--- src/rtl/gpio_debounce_pkg.sv ---
// Shared constants and helpers for the GPIO debounce block.
// The SoC-facing GPIO width and the default debounce length live here.
package gpio_debounce_pkg;

  localparam int GPIO_WIDTH    = 8;
  localparam int DB_CYCLES_DEF = 16;

  // Counter must be able to hold the values 0..DB_CYCLES.
  function automatic int cnt_width(input int db_cycles);
    return $clog2(db_cycles + 1);
  endfunction

endpackage

--- src/rtl/gpio_db_cell.sv ---
// One debounced GPIO channel: 2-flop synchronizer, stability counter,
// accepted level register and registered rise/fall pulses.
module gpio_db_cell
  import gpio_debounce_pkg::*;
#(
  parameter int   DB_CYCLES = DB_CYCLES_DEF,
  parameter logic RESET_BIT = 1'b0
) (
  input  logic clk,
  input  logic reset_n,
  input  logic pin_i,
  output logic level_o,
  output logic rise_o,
  output logic fall_o
);

  localparam int            CW   = cnt_width(DB_CYCLES);
  localparam logic [CW-1:0] LAST = CW'(DB_CYCLES - 1);

  logic          r_sync_p0;
  logic          r_sync_p1;
  logic [CW-1:0] r_cnt;
  logic          r_level;
  logic          r_rise;
  logic          r_fall;
  logic          w_diff;
  logic          w_accept;

  assign w_diff   = r_sync_p1 ^ r_level;
  assign w_accept = w_diff && (r_cnt == LAST);

  always_ff @(posedge clk or negedge reset_n) begin
    if (!reset_n) begin
      r_sync_p0 <= RESET_BIT;
      r_sync_p1 <= RESET_BIT;
      r_cnt     <= '0;
      r_level   <= RESET_BIT;
      r_rise    <= 1'b0;
      r_fall    <= 1'b0;
    end else begin
      r_sync_p0 <= pin_i;
      r_sync_p1 <= r_sync_p0;
      // Any return to the accepted level throws away the partial count.
      if (!w_diff || w_accept) begin
        r_cnt <= '0;
      end else begin
        r_cnt <= r_cnt + CW'(1);
      end
      r_level <= r_level ^ w_accept;
      r_rise  <= w_accept & ~r_level;
      r_fall  <= w_accept &  r_level;
    end
  end

  assign level_o = r_level;
  assign rise_o  = r_rise;
  assign fall_o  = r_fall;

endmodule

--- src/rtl/gpio_debounce.sv ---
// Multi-channel GPIO debouncer with per-bit edge-selectable sticky
// interrupt pending flags and a combined IRQ line for the CPU.
module gpio_debounce
  import gpio_debounce_pkg::*;
#(
  parameter int               WIDTH     = GPIO_WIDTH,
  parameter int               DB_CYCLES = DB_CYCLES_DEF,
  parameter logic [WIDTH-1:0] RESET_VAL = '0
) (
  input  logic             clk,
  input  logic             reset_n,
  input  logic [WIDTH-1:0] pins_i,
  input  logic [WIDTH-1:0] edge_sel_i,
  input  logic [WIDTH-1:0] irq_en_i,
  input  logic [WIDTH-1:0] irq_clr_i,
  output logic [WIDTH-1:0] level_o,
  output logic [WIDTH-1:0] rise_o,
  output logic [WIDTH-1:0] fall_o,
  output logic [WIDTH-1:0] pending_o,
  output logic             irq_o
);

  logic [WIDTH-1:0] w_level;
  logic [WIDTH-1:0] w_rise;
  logic [WIDTH-1:0] w_fall;
  logic [WIDTH-1:0] w_set;
  logic [WIDTH-1:0] r_pending;

  for (genvar g = 0; g < WIDTH; g++) begin : g_cell
    gpio_db_cell #(
      .DB_CYCLES (DB_CYCLES),
      .RESET_BIT (RESET_VAL[g])
    ) u_cell (
      .clk     (clk),
      .reset_n (reset_n),
      .pin_i   (pins_i[g]),
      .level_o (w_level[g]),
      .rise_o  (w_rise[g]),
      .fall_o  (w_fall[g])
    );
  end

  assign w_set = irq_en_i & ((edge_sel_i & w_rise) | (~edge_sel_i & w_fall));

  // A new event in the same cycle as a clear wins, so no edge is lost.
  always_ff @(posedge clk or negedge reset_n) begin
    if (!reset_n) begin
      r_pending <= '0;
    end else begin
      r_pending <= w_set | (r_pending & ~irq_clr_i);
    end
  end

  assign level_o   = w_level;
  assign rise_o    = w_rise;
  assign fall_o    = w_fall;
  assign pending_o = r_pending;
  assign irq_o     = |r_pending;

endmodule

--- config.mk ---
export PLATFORM = sky130hd
export DESIGN_NAME = gpio_debounce
export DESIGN_NICKNAME = d
export VERILOG_FILES = /design/src/rtl/gpio_debounce_pkg.sv /design/src/rtl/gpio_db_cell.sv /design/src/rtl/gpio_debounce.sv
export SDC_FILE = /design/constraint.sdc
export NUM_CORES = 1
export LEC_CHECK = 0
export ABC_AREA = 1
export ABC_CLOCK_PERIOD_IN_PS = 1590
export BUFFER_PORTS_ARGS = -buffer_cell sky130_fd_sc_hd__buf_2
export CAP_MARGIN = 20
export CELL_PAD_IN_SITES_DETAIL_PLACEMENT = 0
export CELL_PAD_IN_SITES_GLOBAL_PLACEMENT = 1
export CORE_UTILIZATION = 42
export CTS_CLUSTER_DIAMETER = 100
export DETAILED_ROUTE_END_ITERATION = 6
export PLACE_DENSITY = 0.85
export SLEW_MARGIN = 20
export SYNTH_ARGS = -nofsm -noshare
export SYNTH_HDL_FRONTEND = slang
export SYNTH_HIERARCHICAL = 1
export SYNTH_SLANG_ARGS = --single-unit
--- constraint.sdc ---
create_clock -name clk -period 1.59 [get_ports clk]
set_input_delay 0.159 -clock clk [delete_from_list [all_inputs] [get_ports clk]]
set_output_delay 0.159 -clock clk [all_outputs]
set_load 0.02 [all_outputs]
==> qor.yml, run 1 <==
synthesis:
  synth.largest_area_cell: "dfrtp_1"
  synthSimpleGateAreaFrac_pct: 22.7
  synth_compound_area_share_pct: 1.10
  synth_top_family_by_area: "simple AND/OR/NAND/NOR gates"
  syn_area_mm2: 0.00364
  synth.avg_cell_area_um2: 9.50
  synth_top_area_share_pct: 60.5
  synth_mux_area_share_pct: 0
  ys_seq_area_share_pct: 60.5
  synth_fp_nets: 433
  synth_area_leaders: "dfrtp_1 61%, nand2_1 7.9%, inv_1 6.6%"
  yosysWarnings: 6
  ys_types: 14
  synth-seq-cells: 88
  synth-xor-area-share_pct: 1.93
  yosys.area_share.adder_pct: 5.50
  syn_inst: 383
worst_hold_path:
  worst_hold_path_type: "in2reg"
  hp-start: "irq_en_i[3]"
  holdPathStages: 3
  hold_end: "pending_o[3]"
timing:
  fin_crit_sh_pct: 86.5
  hold_viol_final: 0
  slew_headroom_pct: 77.1
  max_freq_ghz: 0.727
  slew_viol_final: 0
  setup_viol: 0
  layout_setup_ws_ns: 0.214
  skew_ns: 0.0105
  worst_pin_slew_ns: 0.344
  finalSetupTns_ns: 0
  finalCriticalPeriod_ns: 1.38
  rsz0062_at_grt: "false"
  hold_ws_ns: 0.0451
global_route:
  grt_overflow: 0
  gr-usage-met3_pct: 4.63
  grt_max_degree: 41
  grt_use_met2_pct: 24.6
  grt.busiest_layer: "met2"
  grt_pass1_vias: 2422
  use_met1_pct: 17.8
  grt_pass1_wl_um: 10100
  antenna_found_initial: 0
  grt_util_all_layers_pct: 14.6
clocking:
  hold_buffers: 9
  clk_latency_ns: 0.34
  post_cts_buffers: 0
  clk_pin_slew_ns: 0.09
  cts_made_buffers: 9
  tritoncts: "built"
  cts_root_buffer: "clkbuf_8"
  ctsResizeCount: 0
  clk_path_buf_depth: 2
  htree_num_levels: 3
  cts_num_sinks: 88
finish:
  drive_above_1_share_pct: 24.3
  layout_common_cells: "88 x dfrtp_1, 77 x nand2_1, 65 x buf_2, 64 x inv_1, 50 x nor2_1"
  layout_commonest_cell: "dfrtp_1"
  fillers: 750
  layout.nets: 522
  num_antenna_cells: 0
  final_core_util_pct: 53.4
  area_delta_synth_final_pct: 21.9
setup_path:
  cp_max_fo: 5
  cpPeakStageDelay_ns: 0.42
  critPathKind: "reg2reg"
  cp_data_arrival_time_ns: 1.65
  path_cells: "ha_1 -> nand2_1 -> nor2_1 -> ha_1 -> inv_2 -> nand3_2 -> nor2_2"
  crit_top_cell: "ha_1"
  start_kind: "flop"
  cpMaxStageDelayCell: "dfrtp_1"
  rr_worst_depth: 7
  critical_path.top_delay_family: "adder cells"
  r2r_end: "g_cell[3].u_cell/r_cnt[3]"
  required_ns: 1.87
  rr_startpoint: "g_cell[3].u_cell/r_cnt[0]"
  path_buf_inv: 1
  cp-end-kind: "flop"
  r2r_slack_ns: 0.21
outcome:
  outcome: "complete, no violations"
floorplan:
  dieArea_mm2: 0.00904
  die_width_um: 95.1
  rows: 33
  start_util_pct: 43.9
  fp.coreArea_mm2: 0.00830
  io_pins: 67
  die_h_um: 95.1
power_and_ir_drop:
  total_power_uw: 4280
  vdd_drop_max_v: 0.000454
  p_per_area_mw_per_mm2: 965
  leakagePower_uw: 0.00237
placed_design:
  portBuffers: 66
  gp_congestion: 0.700
  dp_hpwl_um: 4300
  dp_slack_ns: 0.223
route:
  via_per_inst: 4.39
  routed_wl_um: 5840
  firstDrtPassIters: 4
  wl_per_cell_um: 10.0
  vias: 2556
  drc: 0
  ant_nets: 0
  drtIter0Drc: 83
job:
  maxCapViolCount: 0
## synthesized netlist by cell type, drive strengths merged
cell / n
o21ai: 8
xnor2: 8
or2: 8
nand4: 8
ha: 16
nor3: 8
nand3: 24
nand2: 77
inv: 80
dfrtp: 88
nor2: 58
## worst reg2reg max path, delay by kind of cell, from the launching register on
family / cells / cell delay, ns
AND/OR/NAND/NOR: 4 / 0.39
buffers and inverters: 1 / 0.07
adder cells (fa/ha/maj): 2 / 0.44
flip-flops: 1 / 0.42
## registers in the layout, indices dropped and copies added (netlist names), named ones only
signal and count:
g_cell.u_cell/r_sync_p0 8, g_cell.u_cell/rise_o 8, g_cell.u_cell/r_cnt 40, g_cell.u_cell/r_sync_p1 8, pending_o 8, g_cell.u_cell/fall_o 8
## how the worst max path moves through the flow
| stage | slack, ns | cells after the start | endpoint | startpoint |
|---|---|---|---|---|
| 2_1_floorplan | 0.35 | 7 | g_cell[0].u_cell/r_cnt[3] | g_cell[0].u_cell/r_cnt[0] |
| 3_3_place_gp | 0.26 | 7 | g_cell[5].u_cell/r_cnt[3] | g_cell[5].u_cell/r_cnt[0] |
| 3_5_place_dp | 0.22 | 7 | g_cell[3].u_cell/r_cnt[2] | g_cell[3].u_cell/r_cnt[0] |
| 4_1_cts | 0.18 | 5 | irq_o | pending_o[3] |
| 5_1_grt | 0.09 | 7 | g_cell[2].u_cell/r_cnt[0] | g_cell[2].u_cell/r_cnt[0] |
| 6_report | 0.21 | 7 | g_cell[3].u_cell/r_cnt[3] | g_cell[3].u_cell/r_cnt[0] |
## through the flow
step | area [um^2] | std cells
6_report | 4440 | 582
3_3_place_gp | 4140 | 557
5_1_grt | 4440 | 582
3_5_place_dp | 4140 | 557
4_1_cts | 4440 | 582
2_1_floorplan | 3640 | 383
## logic make-up (layout without fill, tap and decap cells)
group,count (synthesis),count (layout)
xor gates and xnor gates,8,8
and+or+nand+nor,183,183
DFF,88,88
buffers and inverters,80,174
adders and majority gates,16,16
AOI/OAI and AO/OA,8,8
## report_power, final
| part | switching [uW] | internal (uW) |
|---|---|---|
| registers | 68.0 | 2320 |
| clock network | 744 | 816 |
| logic | 187 | 141 |
| total | 1000 | 3280 |
## cell type report
class | instances | area, um^2 | share of cell area (%)
flip-flops and latches | 88 | 2200 | 49.6
multi-input cells | 215 | 1140 | 25.6
repair buffers | 78 | 458 | 10.3
inverters | 80 | 300 | 6.77
clock buffers | 12 | 155 | 3.50
well taps | 105 | 131 | 2.96
clock inverters | 4 | 51.3 | 1.16
## layer usage
metal	share of wire (%)	vias to the layer above
met1	46	1153
li1	-	1338
met5	0	-
met2	47	60
met4	0.74	0
met3	6.1	5
Power figures use the tool's default switching activity.
==> run 2, diff against run 1 <==
- CORE_ASPECT_RATIO: not set -> 0.7
==> qor.yml, run 2 (synthesis results as in run 1) <==
route:
  ant_nets: 0  # unchanged
  wl_per_cell_um: 9.74  # -2.8%
  drtIter0Drc: 53  # -36%
  via_per_inst: 4.21  # -4.2%
  vias: 2500  # -2.2%
  drc: 0  # unchanged
  routed_wl_um: 5790  # -0.84%
  firstDrtPassIters: 6  # +2
timing:
  max_freq_ghz: 0.738  # +1.5%
  finalCriticalPeriod_ns: 1.36  # -0.0205 ns
  hold_ws_ns: 0.0652  # +0.0201 ns
  worst_pin_slew_ns: 0.452  # +0.108 ns
  slew_headroom_pct: 69.9  # -7.2 points
  hold_viol_final: 0  # unchanged
  finalSetupTns_ns: 0  # unchanged
  setup_viol: 0  # unchanged
  fin_crit_sh_pct: 85.2  # -1.3 points
  rsz0062_at_grt: "false"
  skew_ns: 0.00577  # -0.00473 ns
  slew_viol_final: 0  # unchanged
floorplan:
  fp.coreArea_mm2: 0.00844  # +1.7%
  io_pins: 67  # unchanged
  rows: 28  # -15%
  die_width_um: 113  # +19%
  start_util_pct: 43.1  # -0.75 points
  die_h_um: 79.9  # -16%
  dieArea_mm2: 0.00905  # about the same
power_and_ir_drop:
  p_per_area_mw_per_mm2: 1070  # +11%
  leakagePower_uw: 0.00241  # +1.6%
  total_power_uw: 4840  # +13%
  vdd_drop_max_v: 0.000528  # +16%
finish:
  fin_cells: 594  # +2.1%
  fillers: 766  # +2.1%
  layout.nets: 520  # -0.38%
  num_antenna_cells: 0  # unchanged
  area_delta_synth_final_pct: 24.6
  multi_input_area_mm2: 0.00114  # unchanged
  largest_reg_flops: 40  # unchanged
  layout_common_cells: "88 x dfrtp_1, 77 x nand2_1, 65 x buf_2, 64 x inv_1, 50 x nor2_1"
  layout_commonest_cell: "dfrtp_1"
  regMostFlops: "g_cell.u_cell/r_cnt"
  seqCellArea_mm2: 0.00220  # unchanged
  drive_above_1_share_pct: 23.6  # -0.69 points
worst_hold_path:
  worst_hold_path_type: "in2reg"
  holdPathStages: 3  # unchanged
clocking:
  clk_path_buf_depth: 2  # unchanged
  cts_num_sinks: 88  # unchanged
  cts_root_buffer: "clkbuf_16"
  tritoncts: "built"
  cts_made_buffers: 9  # unchanged
  htree_num_levels: 3  # unchanged
  clk_latency_ns: 0.33  # about the same
  clk_pin_slew_ns: 0.06  # -0.03 ns
  post_cts_buffers: 0  # unchanged
setup_path:
  rr_worst_depth: 7  # unchanged
  path_cells: "ha_1 -> nand2_1 -> nor2_1 -> ha_1 -> inv_2 -> nand3_2 -> nor2_2"
  path_buf_inv: 1  # unchanged
  cp_max_fo: 5  # unchanged
  cpPeakStageDelay_ns: 0.40  # -0.02 ns
  crit_top_cell: "ha_1"
  cpMaxStageDelayCell: "dfrtp_1"
  critical_path.top_delay_family: "adder cells"
  cp_data_arrival_time_ns: 1.61  # -0.04 ns
  critPathKind: "reg2reg"
  cp-end-kind: "flop"
  required_ns: 1.85  # -0.02 ns
  path_depth: 7  # unchanged
  start_kind: "flop"
global_route:
  grt_pass1_vias: 2268  # -6.4%
  grt_max_degree: 89  # +120%
  grt_overflow: 0  # unchanged
  antenna_found_initial: 0  # unchanged
  grt_util_all_layers_pct: 14.5  # -0.17 points
  grt_pass1_wl_um: 9870  # -2.4%
placed_design:
  dp_hpwl_um: 4190  # -2.4%
  portBuffers: 66  # unchanged
  dp.cells: 570  # +2.3%
  gp_congestion: 0.749  # +7.0%
job:
  maxCapViolCount: 0  # unchanged
outcome:
  outcome: "complete, no violations"
==> run 2: cell count changes in the layout (fill, tap and decap cells not counted), sizes merged <==
cell,change
buf,-2
clkinv,+1
clkbuf,-1
clkinvlp,-1
bufinv,+1
inv,-1
==> run 2: metal layers <==
metal / wire (um) / GRT usage [%] / share of wire (%) / vias up
met5: 0 / 0 / 0 / -
met4: 18 / 4.34 / 0.31 / 0
met3: 255 / 5.54 / 4.4 / 2
met2: 2560 / 22.1 / 44 / 53
met1: 2950 / 19.1 / 51 / 1113
li1: - / - / - / 1332
==> run 2: what timing repair did <==
action                                  in CTS  in global routing
gates resized for setup                      0                  0
hold buffers                                 9                  0
endpoints found under the setup margin       0                  0
endpoints found under the hold margin       96                  0
==> run 2: stage by stage <==
stage	setup slack, ns	area, um^2	utilization [%]
after global routing	0.0629	4540	53.7
after floorplan	0.351	3640	-
after CTS	0.216	4540	53.7
after global placement	0.262	4140	49.1
final	0.235	4540	53.7
after detailed placement	0.225	4140	49.1
==> run 2: area by class of cell <==
class	instances	share of cell area, %
Multi-Input combinational cell	215	25.1
Clock inverter	4	1.54
Tap cell	120	3.31
Sequential cell	88	48.6
Timing Repair Buffer	76	9.77
Inverter	80	6.62
Clock buffer	11	5.13
==> run 2: worst reg2reg max path: stages (launching register included) <==
cell and delay [ns]:
dfrtp_1 0.40, ha_1 0.23, nand2_1 0.08, nor2_1 0.04
ha_1 0.21, inv_2 0.08, nand3_2 0.13, nor2_2 0.12
==> run 2: power breakdown <==
| group | switching, uW | total (uW) | internal [uW] |
|---|---|---|---|
| Clock | 765 | 2130 | 1360 |
| Sequential | 67.2 | 2390 | 2330 |
| Combinational | 185 | 323 | 138 |
==> run 2: final timing paths <==
kind,start,endpoint,slack (ns)
worst max-delay path,g_cell[6].u_cell/r_cnt[0],g_cell[6].u_cell/r_cnt[3],0.23
worst min-delay path,irq_en_i[0],pending_o[0],0.07
worst max register to register,g_cell[6].u_cell/r_cnt[0],g_cell[6].u_cell/r_cnt[3],0.23
worst min register to register,g_cell[3].u_cell/r_sync_p0,g_cell[3].u_cell/r_sync_p1,0.35
max in group asynchronous,reset_n,g_cell[6].u_cell/r_sync_p1,0.83
min in group asynchronous,reset_n,g_cell[5].u_cell/rise_o,0.40
==> run 3, diff against run 2 <==
- RECOVER_POWER: not set -> 100
==> qor.yml, run 3 (synthesis results as in run 1) <==
outcome:
  outcome: "complete, no violations"
clocking:
  clk_pin_slew_ns: 0.06  # about the same
  tritoncts: "built"
  cts_root_buffer: "clkbuf_16"
  cts_made_buffers: 9  # unchanged
  htree_num_levels: 3  # unchanged
  clk_path_buf_depth: 2  # unchanged
  post_cts_buffers: 0  # unchanged
  ctsResizeCount: 0  # unchanged
  hold_buffers: 9  # unchanged
  cts_num_sinks: 88  # unchanged
  clk_latency_ns: 0.32  # about the same
worst_hold_path:
  worst_hold_path_type: "in2reg"
finish:
  largest_reg_flops: 40  # unchanged
  drive_above_1_share_pct: 13.5  # -10 points
  layout.nets: 520  # unchanged
  layout_common_cells: "88 x dfrtp_1, 77 x nand2_1, 72 x inv_1, 52 x nor2_1, 36 x clkbuf_1"
  fin_area_mm2: 0.00446  # -1.7%
  num_antenna_cells: 0  # unchanged
  area_delta_synth_final_pct: 22.5
  regMostFlops: "g_cell.u_cell/r_cnt"
  layout_commonest_cell: "dfrtp_1"
timing:
  slew_viol_final: 0  # unchanged
  finalCriticalPeriod_ns: 1.44  # +0.0838 ns
  fin_crit_sh_pct: 90.5  # +5.3 points
  rsz0062_at_grt: "false"
  worst_pin_slew_ns: 0.764  # +0.313 ns
  hold_ws_ns: 0.0680  # +0.00275 ns
  max_freq_ghz: 0.695  # -5.8%
  finalSetupTns_ns: 0  # unchanged
  hold_viol_final: 0  # unchanged
  layout_setup_ws_ns: 0.151  # -0.0838 ns
  setup_viol: 0  # unchanged
  skew_ns: 0.00558  # -0.000188 ns
  slew_headroom_pct: 49.0  # -21 points
power_and_ir_drop:
  p_int_uw: 3820  # -0.25%
  p_clk_share_pct: 44.0  # about the same
  power.net_switching_uw: 1010  # -0.48%
  vdd_drop_max_v: 0.000528  # -0.14%
  power_switching_share_pct: 21.0  # -0.039 points
  leakagePower_uw: 0.00224  # -6.8%
  p_per_area_mw_per_mm2: 1080  # +1.4%
  seq_power_share_pct: 49.6  # +0.2 points
  combPwrFrac_pct: 6.5  # -0.2 points
setup_path:
  cp-end-kind: "flop"
  critPathKind: "reg2reg"
  cpPeakStageDelay_ns: 0.41  # about the same
  cpMaxStageDelayCell: "dfrtp_1"
  path_buf_inv: 1  # unchanged
  cp_max_fo: 5  # unchanged
  start_kind: "flop"
  critical_path.top_delay_family: "simple AND/OR/NAND/NOR gates"
  path_cells: "ha_1 -> nand2_1 -> nor2_1 -> ha_1 -> inv_1 -> nand3_1 -> nor2_1"
  cp_data_arrival_time_ns: 1.69  # +0.08 ns
  required_ns: 1.84  # about the same
route:
  wl_met2_um: 2530  # -1.3%
  vias: 2508  # +0.32%
  dr_wl_met3_um: 295  # +16%
  wl_per_cell_um: 9.75  # +0.12%
  drt-met1-wl_um: 2930  # -0.81%
  drtIter0Drc: 53  # unchanged
  routed_wl_um: 5790  # +0.12%
  ant_nets: 0  # unchanged
  via_per_inst: 4.22  # +0.32%
  firstDrtPassIters: 4  # -2
  top_layer: "met4"
  drc: 0  # unchanged
floorplan:
  dieArea_mm2: 0.00905  # unchanged
  die_h_um: 79.9  # unchanged
  start_util_pct: 43.1  # unchanged
  fp.coreArea_mm2: 0.00844  # unchanged
  io_pins: 67  # unchanged
  die_width_um: 113  # unchanged
  rows: 28  # unchanged
placed_design:
  portBuffers: 66  # unchanged
  dp_hpwl_um: 4190  # unchanged
  place_area_mm2: 0.00414  # unchanged
  gp_congestion: 0.749  # unchanged
  dp_slack_ns: 0.225  # unchanged
global_route:
  grt_overflow: 0  # unchanged
  antenna_found_initial: 0  # unchanged
  grt_pass1_vias: 2268  # unchanged
  grt_util_all_layers_pct: 14.5  # unchanged
  grt_max_degree: 89  # unchanged
  grt_pass1_wl_um: 9870  # unchanged
job:
  maxCapViolCount: 0  # unchanged
run 3: changes by cell type in the layout (fill, tap and decap cells not counted), sizes merged:
| cell | previous run | this run |
|---|---|---|
| buf | 67 | 32 |
| clkbuf | 11 | 46 |
run 3: worst reg2reg max path: stages, from the launching register on:
cell	delay, ns
dfrtp_1	0.41
ha_1	0.23
nand2_1	0.07
nor2_1	0.04
ha_1	0.20
inv_1	0.08
nand3_1	0.19
nor2_1	0.15
run 3: layout make-up:
class / instances / area, um^2
fill: 795 / 3980
sequential: 88 / 2200
multi-input combinational: 215 / 1110
timing repair buffer: 76 / 392
inverter: 80 / 300
clock buffer: 11 / 233
tap: 120 / 150
clock inverter: 4 / 70.1
run 3: power groups by stage:
| stage | Sequential, uW | Combinational (uW) | Clock, uW |
|---|---|---|---|
| 6_report | 2390 | 312 | 2120 |
| 5_1_grt | 2410 | 367 | 2290 |
| 4_1_cts | 2390 | 333 | 2210 |
| 3_5_place_dp | 2430 | 315 | 0 |
| 3_3_place_gp | 2430 | 309 | 0 |
| 2_1_floorplan | 2440 | 153 | 0 |
run 3: metal layers:
| metal | vias up | track usage, % |
|---|---|---|
| met5 | - | 0 |
| met4 | 0 | 4.34 |
| met3 | 6 | 5.54 |
| met2 | 60 | 22.1 |
| met1 | 1112 | 19.1 |
| li1 | 1330 | - |
run 3: metrics by stage:
step	std cells	utilization, %	total power, uW
floorplan	383	-	2600
global placement	570	49.1	2740
detailed placement	570	49.1	2750
CTS	594	53.7	4940
global route	594	52.8	5060
finish	594	52.8	4830
run 3: worst paths after layout:
kind	from	endpoint	slack (ns)	cells after the start
hold reg to reg	g_cell[3].u_cell/r_sync_p0	g_cell[3].u_cell/r_sync_p1	0.35	0
setup reg to reg	g_cell[7].u_cell/r_cnt[0]	g_cell[7].u_cell/r_cnt[0]	0.15	7
hold / removal	irq_en_i[0]	pending_o[0]	0.07	3
max in group asynchronous	reset_n	g_cell[6].u_cell/r_sync_p1	0.53	3
setup / recovery	g_cell[7].u_cell/r_cnt[0]	g_cell[7].u_cell/r_cnt[0]	0.15	7
min in group asynchronous	reset_n	g_cell[5].u_cell/rise_o	0.53	3
